`src/rtl/booth_mul_seq.sv`:
```
// booth_mul_seq: sequential radix-4 Booth multiplier, one Booth digit per clock.
// Optional feature macro: BOOTH_MUL_UNSIGNED_EN enables per-operation unsigned mode
// (in_signed sampled at accept); without it every operation is signed.
//
// Handshakes: a transfer happens on a rising edge where valid && ready are both
// high. in_ready, out_valid and busy come straight from registers, so no input
// reaches them combinationally. Once out_valid is high, out_p stays stable until
// the transfer completes.
module booth_mul_seq #(
    parameter int WIDTH = 16
) (
    input  logic                 clk,
    input  logic                 rst_n,
    input  logic                 in_valid,
    output logic                 in_ready,
    input  logic [WIDTH-1:0]     in_a,
    input  logic [WIDTH-1:0]     in_b,
    input  logic                 in_signed,
    output logic                 out_valid,
    input  logic                 out_ready,
    output logic [2*WIDTH-1:0]   out_p,
    output logic                 busy,
    output logic [1:0]           dbg_state
);

    // Accumulator carries headroom beyond the 2*WIDTH product.
    localparam int AW = 2 * WIDTH + 4;
    // Digits in signed mode; unsigned mode uses one more.
    localparam int NS = WIDTH / 2;
    localparam int CW = $clog2(NS + 2);
    // Multiplier register: 2 extension bits, WIDTH bits, and the b[-1] = 0 bit.
    localparam int MW = WIDTH + 3;

    typedef enum logic [1:0] {
        IDLE = 2'd0,
        CALC = 2'd1,
        DONE = 2'd2
    } state_t;

    state_t             state_q;
    logic [AW-1:0]      acc_q;
    logic [AW-1:0]      acc_d;
    logic [AW-1:0]      mcand_q;
    logic [AW-1:0]      pp;
    logic [MW-1:0]      mplr_q;
    logic [CW-1:0]      cnt_q;
    logic [CW-1:0]      last_cnt;
    logic [2*WIDTH-1:0] p_q;
    logic               in_ready_q;
    logic               out_valid_q;
    logic               busy_q;
    logic               accept;
    logic               accept_signed;
    logic               op_signed;
    logic               a_sign;
    logic               b_sign;

    assign accept = in_valid && in_ready_q;

`ifdef BOOTH_MUL_UNSIGNED_EN
    logic sgn_q;

    assign accept_signed = in_signed;
    assign op_signed     = sgn_q;

    // Capture the signedness of the operation at the accept edge.
    always_ff @(posedge clk or negedge rst_n) begin
        if (!rst_n) begin
            sgn_q <= 1'b1;
        end else if (accept) begin
            sgn_q <= in_signed;
        end
    end
`else
    logic unused_in_signed;

    assign unused_in_signed = in_signed;
    assign accept_signed    = 1'b1;
    assign op_signed        = 1'b1;
`endif

    // Sign bits used for extension; zero in unsigned mode.
    assign a_sign = accept_signed & in_a[WIDTH-1];
    assign b_sign = accept_signed & in_b[WIDTH-1];

    // Unsigned mode runs one extra digit to cover the zero-extended top bits.
    assign last_cnt = op_signed ? CW'(NS - 1) : CW'(NS);

    // Decode the current Booth triplet into a partial product of the shifted multiplicand.
    always_comb begin
        pp = '0;
        case (mplr_q[2:0])
            3'b001, 3'b010: pp = mcand_q;
            3'b011:         pp = mcand_q << 1;
            3'b100:         pp = -(mcand_q << 1);
            3'b101, 3'b110: pp = -mcand_q;
            default:        pp = '0;
        endcase
    end

    assign acc_d = acc_q + pp;

    // Control FSM and datapath registers; multiplicand shifts left so each digit lands at weight 4^k.
    always_ff @(posedge clk or negedge rst_n) begin
        if (!rst_n) begin
            state_q     <= IDLE;
            acc_q       <= '0;
            mcand_q     <= '0;
            mplr_q      <= '0;
            cnt_q       <= '0;
            p_q         <= '0;
            in_ready_q  <= 1'b1;
            out_valid_q <= 1'b0;
            busy_q      <= 1'b0;
        end else begin
            case (state_q)
                IDLE: begin
                    if (accept) begin
                        acc_q      <= '0;
                        mcand_q    <= {{(AW - WIDTH){a_sign}}, in_a};
                        mplr_q     <= {{2{b_sign}}, in_b, 1'b0};
                        cnt_q      <= '0;
                        state_q    <= CALC;
                        in_ready_q <= 1'b0;
                        busy_q     <= 1'b1;
                    end
                end
                CALC: begin
                    acc_q   <= acc_d;
                    mcand_q <= mcand_q << 2;
                    mplr_q  <= {2'b00, mplr_q[MW-1:2]};
                    cnt_q   <= cnt_q + 1'b1;
                    if (cnt_q == last_cnt) begin
                        p_q         <= acc_d[2*WIDTH-1:0];
                        state_q     <= DONE;
                        busy_q      <= 1'b0;
                        out_valid_q <= 1'b1;
                    end
                end
                DONE: begin
                    if (out_ready) begin
                        state_q     <= IDLE;
                        out_valid_q <= 1'b0;
                        in_ready_q  <= 1'b1;
                    end
                end
                default: begin
                    state_q     <= IDLE;
                    in_ready_q  <= 1'b1;
                    out_valid_q <= 1'b0;
                    busy_q      <= 1'b0;
                end
            endcase
        end
    end

    assign in_ready  = in_ready_q;
    assign out_valid = out_valid_q;
    assign busy      = busy_q;
    assign out_p     = p_q;
    assign dbg_state = state_q;

endmodule

```
`config.mk`:
```
export PLATFORM = sky130hd
export DESIGN_NAME = booth_mul_seq
export DESIGN_NICKNAME = d
export VERILOG_FILES = /design/src/rtl/booth_mul_seq.sv
export SDC_FILE = /design/constraint.sdc
export NUM_CORES = 1
export LEC_CHECK = 0
export ABC_AREA = 1
export ABC_CLOCK_PERIOD_IN_PS = 9400
export CORE_MARGIN = 2
export CORE_UTILIZATION = 45
export DETAILED_ROUTE_END_ITERATION = 6
export SYNTH_ARGS = -nofsm -noshare
export SYNTH_HDL_FRONTEND = slang
export SYNTH_SLANG_ARGS = --single-unit
```
`constraint.sdc`:
```
create_clock -name clk -period 9.4 [get_ports clk]
set_clock_uncertainty 0.15 [all_clocks]
set_input_delay 2.35 -clock clk [delete_from_list [all_inputs] [get_ports clk]]
set_output_delay 2.35 -clock clk [all_outputs]
set_load 0.005 [all_outputs]
```
==> results of run 1 <==
layout make-up:
type | instances | area, sq um
fillers | 1734 | 8210
multi-input cells | 818 | 4460
flip-flops and latches | 123 | 3080
repair buffers | 81 | 786
clock buffers | 22 | 474
inverters | 105 | 394
well taps | 229 | 287
clock inverters | 10 | 92.6
power by group:
part | switching, mW | total, mW | internal (mW)
Combinational | 1.72 | 2.69 | 0.972
Sequential | 0.174 | 0.944 | 0.769
Clock | 0.249 | 0.632 | 0.383
Total | 2.14 | 4.27 | 2.12
sequential cells by signal, indices dropped and copies added, names as in the netlist:
signal,cells
busy,1
mplr_q,18
out_p,32
acc_q,32
cnt_q,4
in_ready,1
out_valid,1
mcand_q,32
dbg_state,2
through the flow:
step           cells  hold WS (ns)  utilization (%)
5_1_grt         1388         0.354             53.8
3_3_place_gp    1356         0.312             50.6
3_5_place_dp    1356         0.315             50.6
6_report        1388         0.318             53.8
2_1_floorplan   1084         0.291                -
4_1_cts         1388         0.323             53.8
layer usage:
layer,part of all wire [%],vias to the layer above,GRT usage (%)
li1,-,3788,-
met1,48,3519,34.6
met2,44,227,37.4
met3,5.1,33,3.33
met4,2.8,0,9.56
met5,0,-,0
Yosys cell counts, types with 2 or more instances:
cell | instances | area share (%)
or2_1 | 3 | 0.23
nor2_2 | 11 | 0.85
buf_2 | 13 | 0.80
a21o_1 | 5 | 0.46
a31oi_1 | 2 | 0.15
nand2_2 | 4 | 0.31
nor3_2 | 2 | 0.25
nand3_2 | 4 | 0.49
o21ai_1 | 18 | 1.1
buf_1 | 3 | 0.14
nor2_4 | 4 | 0.56
xnor2_1 | 12 | 1.3
nor2_1 | 114 | 5.3
a221o_1 | 4 | 0.49
ha_1 | 33 | 5.1
nor3_1 | 7 | 0.43
nand3b_1 | 9 | 0.83
a221oi_1 | 5 | 0.54
o21ai_2 | 4 | 0.43
nand2_4 | 3 | 0.42
nor4_1 | 2 | 0.15
clkbuf_1 | 20 | 0.93
nand3_1 | 62 | 3.8
nand2_1 | 266 | 12
nand4_1 | 6 | 0.46
o21a_1 | 4 | 0.37
o211ai_1 | 3 | 0.28
o21ai_0 | 59 | 3.6
o22ai_1 | 37 | 2.9
o2111ai_1 | 13 | 1.4
or2_2 | 3 | 0.23
inv_2 | 10 | 0.46
inv_1 | 95 | 4.4
a21oi_1 | 68 | 4.2
dfrtp_1 | 122 | 38
xor2_1 | 24 | 2.6
o221ai_1 | 18 | 1.9
path summary, 6_finish.rpt:
| kind | startpoint | endpoint | slack [ns] | cells past startpoint |
|---|---|---|---|---|
| min | cnt_q[3] | cnt_q[3] | 0.32 | 1 |
| max reg2reg | mcand_q[0] | acc_q[27] | 5.49 | 19 |
| max | in_ready | in_ready | 5.44 | 1 |
| min in group asynchronous | rst_n | out_p[0] | 1.79 | 1 |
| min reg2reg | cnt_q[3] | cnt_q[3] | 0.32 | 1 |
| max in group asynchronous | rst_n | acc_q[31] | 5.89 | 2 |
cells by family after synthesis:
family / count (synthesis) / share of synthesized area, %
buffers and inverters: 143 / 6.92
DFF: 123 / 38.0
adders and majority gates: 34 / 5.35
AOI/OAI and AO/OA: 243 / 18.2
xor gates and xnor gates: 36 / 3.89
and+or+nand+nor: 505 / 27.6
==> flow_summary_export.csv, run 1 <==
group,metric,value,unit
run_status,status,"finished, final reports clean",
power,vdd_ir_drop_max,0.339,mV
sta,fmax,252,MHz
power,p_leak,4.38,nW
setup_path,crit_chain,"clkdlybuf4s50_1",
sta,fin_setup_tns,0,ns
placement,dp_hpwl,16400,microns
global_route,grt_overflow,0,
power,p_per_area,446,nW/um^2
finish,nets,1217,
floorplan,fp.coreArea,17800,sq um
route,drc_errors,0,
sta,timing.final.ws_setup,5.44,ns
floorplan,rows,49,
setup_path,critPathKind,"flop to output port",
placement,dpl_cell_area,9000,sq um
clock_network,clockBufferDepth,2,
finish,final_common_cell,"nand2_1",
route,viasPerCell,5.45,
setup_path,end_kind,"output port",
clock_network,postCtsSetupBuffers,0,
route,ant_nets,0,
setup_path,critPathMaxStageDelay,0.54,ns
run,max_cap_violations,0,
clock_network,postCtsHoldBufs,0,
clock_network,cts_sinks,123,
logic_synthesis,synth_fp_nets,1155,
route,dr_total_vias,7567,
worst_hold_path,hold_class,"flop to flop",
setup_path,crit_slowest_cell,"dfstp_2",
clock_network,path_clk_slew,0.06,ns
finish,final_area,9570,sq um
clock_network,numCtsBuffers,17,
global_route,grt_usage,24.2,%
route,dr.pass1.iters,5,
setup_path,crit_fanout,3,
setup_path,crit_required,6.90,ns
clock_network,htreeDepth,4,
floorplan,initial_core_util,45.5,%
route,drt_wl_total,22400,microns
finish,area_delta_synth_final,18.2,%
logic_synthesis,synth_cell_types,49,
placement,pre_cts_ws,5.02,ns
sta,period_needed,3.96,ns
placement,gp_congestion,0.926,
logic_synthesis,synth-seq-area-share,38.0,%
setup_path,start_kind,"flop",
clock_network,clock_latency,0.42,ns
finish,antenna_cells,0,
global_route,antenna_found_initial,0,
global_route,grt_start_max_net_pins,75,
floorplan,die_w,138,microns
route,first_iter_violations,570,
sta,worst_pin_slew,0.989,ns
logic_synthesis,syn_area,8100,sq um
sta,finalSetupViolations,0,
logic_synthesis,ys.flop_type,"dfrtp_1",
sta,final-hold-violation-count,0,
logic_synthesis,synth_edf_count,0,
route,routedWlPerCell,16.1,microns
placement,port_buffers,72,
finish,drive_gt1_share,7.94,%
sta,maxSlewViolCount,0,
floorplan,boundaryPins,74,
global_route,grt_pass1_vias,7308,
sta,max_slew_margin,34.0,%
logic_synthesis,syn-mean-instance-area,7.47,sq um
logic_synthesis,ys_ff_latch,123,
clock_network,cts_resized,0,
clock_network,root_buffer,"clkbuf_16",
finish,final_cell_mix,"nand2_1, dfrtp_1, nor2_1, inv_1, clkdlybuf4s50_1",
floorplan,die_h,138,microns
power,p_total,4.27,mW
logic_synthesis,ys_warn_count,0,
logic_synthesis,synth-async-reset-ratio,100,%
setup_path,arrival,1.46,ns
sta,fin_crit_sh,42.2,%
sta,rsz0062_at_grt,"false",
global_route,grt_pass1_wl,37500,microns
floorplan,die-area,19100,sq um
setup_path,cp_num_buf_inv,1,
clock_network,cts_tree,"yes",
logic_synthesis,synthCells,1084,
setup_path,crit_family,"flip-flops",
No activity file was read; power rests on OpenSTA's default activity.
==> inputs of run 2 (changes only) <==
--- a/config.mk
+++ b/config.mk
@@ -6,10 +6,11 @@
 export NUM_CORES = 1
 export LEC_CHECK = 0
 export ABC_AREA = 1
-export ABC_CLOCK_PERIOD_IN_PS = 9400
+export ABC_CLOCK_PERIOD_IN_PS = 3300
 export CORE_MARGIN = 2
 export CORE_UTILIZATION = 45
 export DETAILED_ROUTE_END_ITERATION = 6
+export PLACE_DENSITY = 0.67
 export SYNTH_ARGS = -nofsm -noshare
 export SYNTH_HDL_FRONTEND = slang
 export SYNTH_SLANG_ARGS = --single-unit
==> constraint.sdc (replaced) <==
create_clock -name clk -period 3.3 [get_ports clk]
set_clock_uncertainty 0.15 [all_clocks]
set_input_delay 0.825 -clock clk [delete_from_list [all_inputs] [get_ports clk]]
set_output_delay 0.825 -clock clk [all_outputs]
set_load 0.005 [all_outputs]
==> flow_summary_export.csv, run 2 (synthesis results as in run 1) <==
group,metric,value,unit
route,routedWlPerCell,17.3,microns
run_status,violations,"setup timing",
global_route,grt_usage,26.7,%
route,first_iter_violations,662,
clock_network,clockBufferDepth,2,
setup_path,end_kind,"flop",
setup_path,crit_family,"simple AND/OR/NAND/NOR gates",
floorplan,die-area,19100,sq um
sta,maxSlewViolCount,0,
route,drt_wl_total,26900,microns
placement,gp_congestion,0.927,
setup_path,critPathKind,"flop to flop",
setup_path,arrival,3.62,ns
finish,final_common_cell,"nand2_1",
finish,regArea,3080,sq um
global_route,antenna_found_initial,0,
sta,fmax,289,MHz
floorplan,initial_core_util,45.5,%
setup_path,crit_slowest_cell,"dfrtp_1",
run_status,status,"finished with violations",
floorplan,fp.coreArea,17800,sq um
global_route,grt_pass1_wl,41800,microns
setup_path,crit_fanout,5,
clock_network,cts_sinks,123,
worst_hold_path,hold_class,"primary input to asynchronous set/reset pin",
global_route,grt_start_max_net_pins,52,
sta,final-hold-violation-count,0,
setup_path,crit_chain,"inv_2, buf_6, nand3_4, nor2_8, buf_6, nand3_2, inv_2, nand2_4, nor3_4, xor2_1, nand2_1, nand3b_1, ha_4, buf_4, nand2_2, nor3_2, a21oi_1, nand2_1, a31oi_2, nand2_2, nand2_2, nand3_1, nand2_1",
setup_path,start_kind,"flop",
finish,final_cell_mix,"nand2_1, buf_4, dfrtp_1, inv_1, nor2_1",
clock_network,htreeDepth,4,
sta,worst_pin_slew,1.01,ns
sta,timing.final.ws_setup,-0.159,ns
floorplan,rows,49,
clock_network,path_clk_slew,0.06,ns
placement,dp_hpwl,17500,microns
sta,whs,0.213,ns
setup_path,critPathMaxStageDelay,0.38,ns
route,viasPerCell,5.60,
finish,final_area,12300,sq um
global_route,grt_pass1_vias,8401,
sta,rsz0062_at_grt,"true",
placement,port_buffers,72,
finish,fill_cells,1368,
global_route,grt_overflow,0,
sta,finalSetupViolations,33,
sta,period_needed,3.46,ns
run,max_cap_violations,0,
clock_network,root_buffer,"clkbuf_16",
route,dr_total_vias,8737,
finish,multi_input_area,5730,sq um
route,dr.pass1.iters,5,
sta,fin_crit_sh,105,%
floorplan,boundaryPins,74,
clock_network,numCtsBuffers,17,
floorplan,die_w,138,microns
finish,nets,1389,
sta,max_slew_margin,33.0,%
placement,dpl_cell_area,10100,sq um
finish,antenna_cells,0,
setup_path,cp_num_buf_inv,5,
clock_network,clock_latency,0.43,ns
floorplan,die_h,138,microns
setup_path,crit_required,3.46,ns
route,drc_errors,0,
finish,area_delta_synth_final,52.2,%
finish,drive_gt1_share,34.6,%
route,ant_nets,0,
clock_network,cts_tree,"yes",
==> run 2: through the flow <==
step                      instances  TNS (ns)  setup slack [ns]  util [%]
after floorplan                1084         0             0.152         -
after global placement         1490     -4.23            -0.222      56.7
after detailed placement       1490     -5.34            -0.262      56.7
after CTS                      1540    -0.146           -0.0269      63.8
after global routing           1560    -11.15            -0.425      69.3
final                          1560     -2.65            -0.159      69.3
==> run 2: final timing paths <==
| path | from | to | slack (ns) | depth (start not counted) |
|---|---|---|---|---|
| worst max-delay path | mcand_q[0] | out_p[30] | -0.16 | 23 |
| worst min-delay path | rst_n | out_p[10] | 0.21 | 1 |
| worst max register to register | mcand_q[0] | out_p[30] | -0.16 | 23 |
| worst min register to register | out_p[25] | out_p[25] | 0.33 | 2 |
| max in group asynchronous | rst_n | in_ready | 2.12 | 2 |
| min in group clk | out_p[25] | out_p[25] | 0.33 | 2 |
==> run 2: cell type report <==
| type | instances | area share [%] |
|---|---|---|
| Clock buffer | 24 | 3.91 |
| Sequential cell | 123 | 25.0 |
| Tap cell | 229 | 2.32 |
| Inverter | 105 | 3.22 |
| Multi-Input combinational cell | 818 | 46.5 |
| Clock inverter | 8 | 1.14 |
| Timing Repair Buffer | 253 | 17.9 |
==> run 2: what timing repair did <==
action,in CTS,in global routing
buffers inserted,18,22
hold buffers,0,0
resized for setup,130,191
pin swaps,77,74
setup endpoints to repair,40,52
endpoints found under the hold margin,0,0
==> run 2: layer usage <==
layer  track usage [%]  up-vias  wire length [microns]
met5                 0        -                      0
met4              9.08        0                    731
met3              4.23       65                   1560
met2              42.8      323                  12900
met1              37.0     4208                  11700
li1                  -     4141                      -
==> run 2: worst register-to-register path: cells and delay by family, from the launching register on <==
kind / cells / cell delay (ns)
buffers and inverters: 5 / 0.55
xor gates and xnor gates: 1 / 0.10
and+or+nand+nor: 14 / 1.59
DFF: 1 / 0.38
AOI/OAI and AO/OA: 2 / 0.19
adders and majority gates: 1 / 0.36
Power of run 2 is not shown: default switching activity piles up to over one toggle a cycle in this logic, so the estimate is an artifact.
==> inputs of run 3 (changes only) <==
==> constraint.sdc (replaced) <==
create_clock -name clk -period 3.3 [get_ports clk]
set_clock_uncertainty 0.15 [all_clocks]
set_input_delay 0.825 -clock clk [delete_from_list [all_inputs] [get_ports clk]]
set_output_delay 0.825 -clock clk [all_outputs]
set_load 0.02 [all_outputs]
==> results of run 3 <==
No change in the layout: final DEF, timing and power equal those of run 2.
Power of run 3 is left out for the same reason.
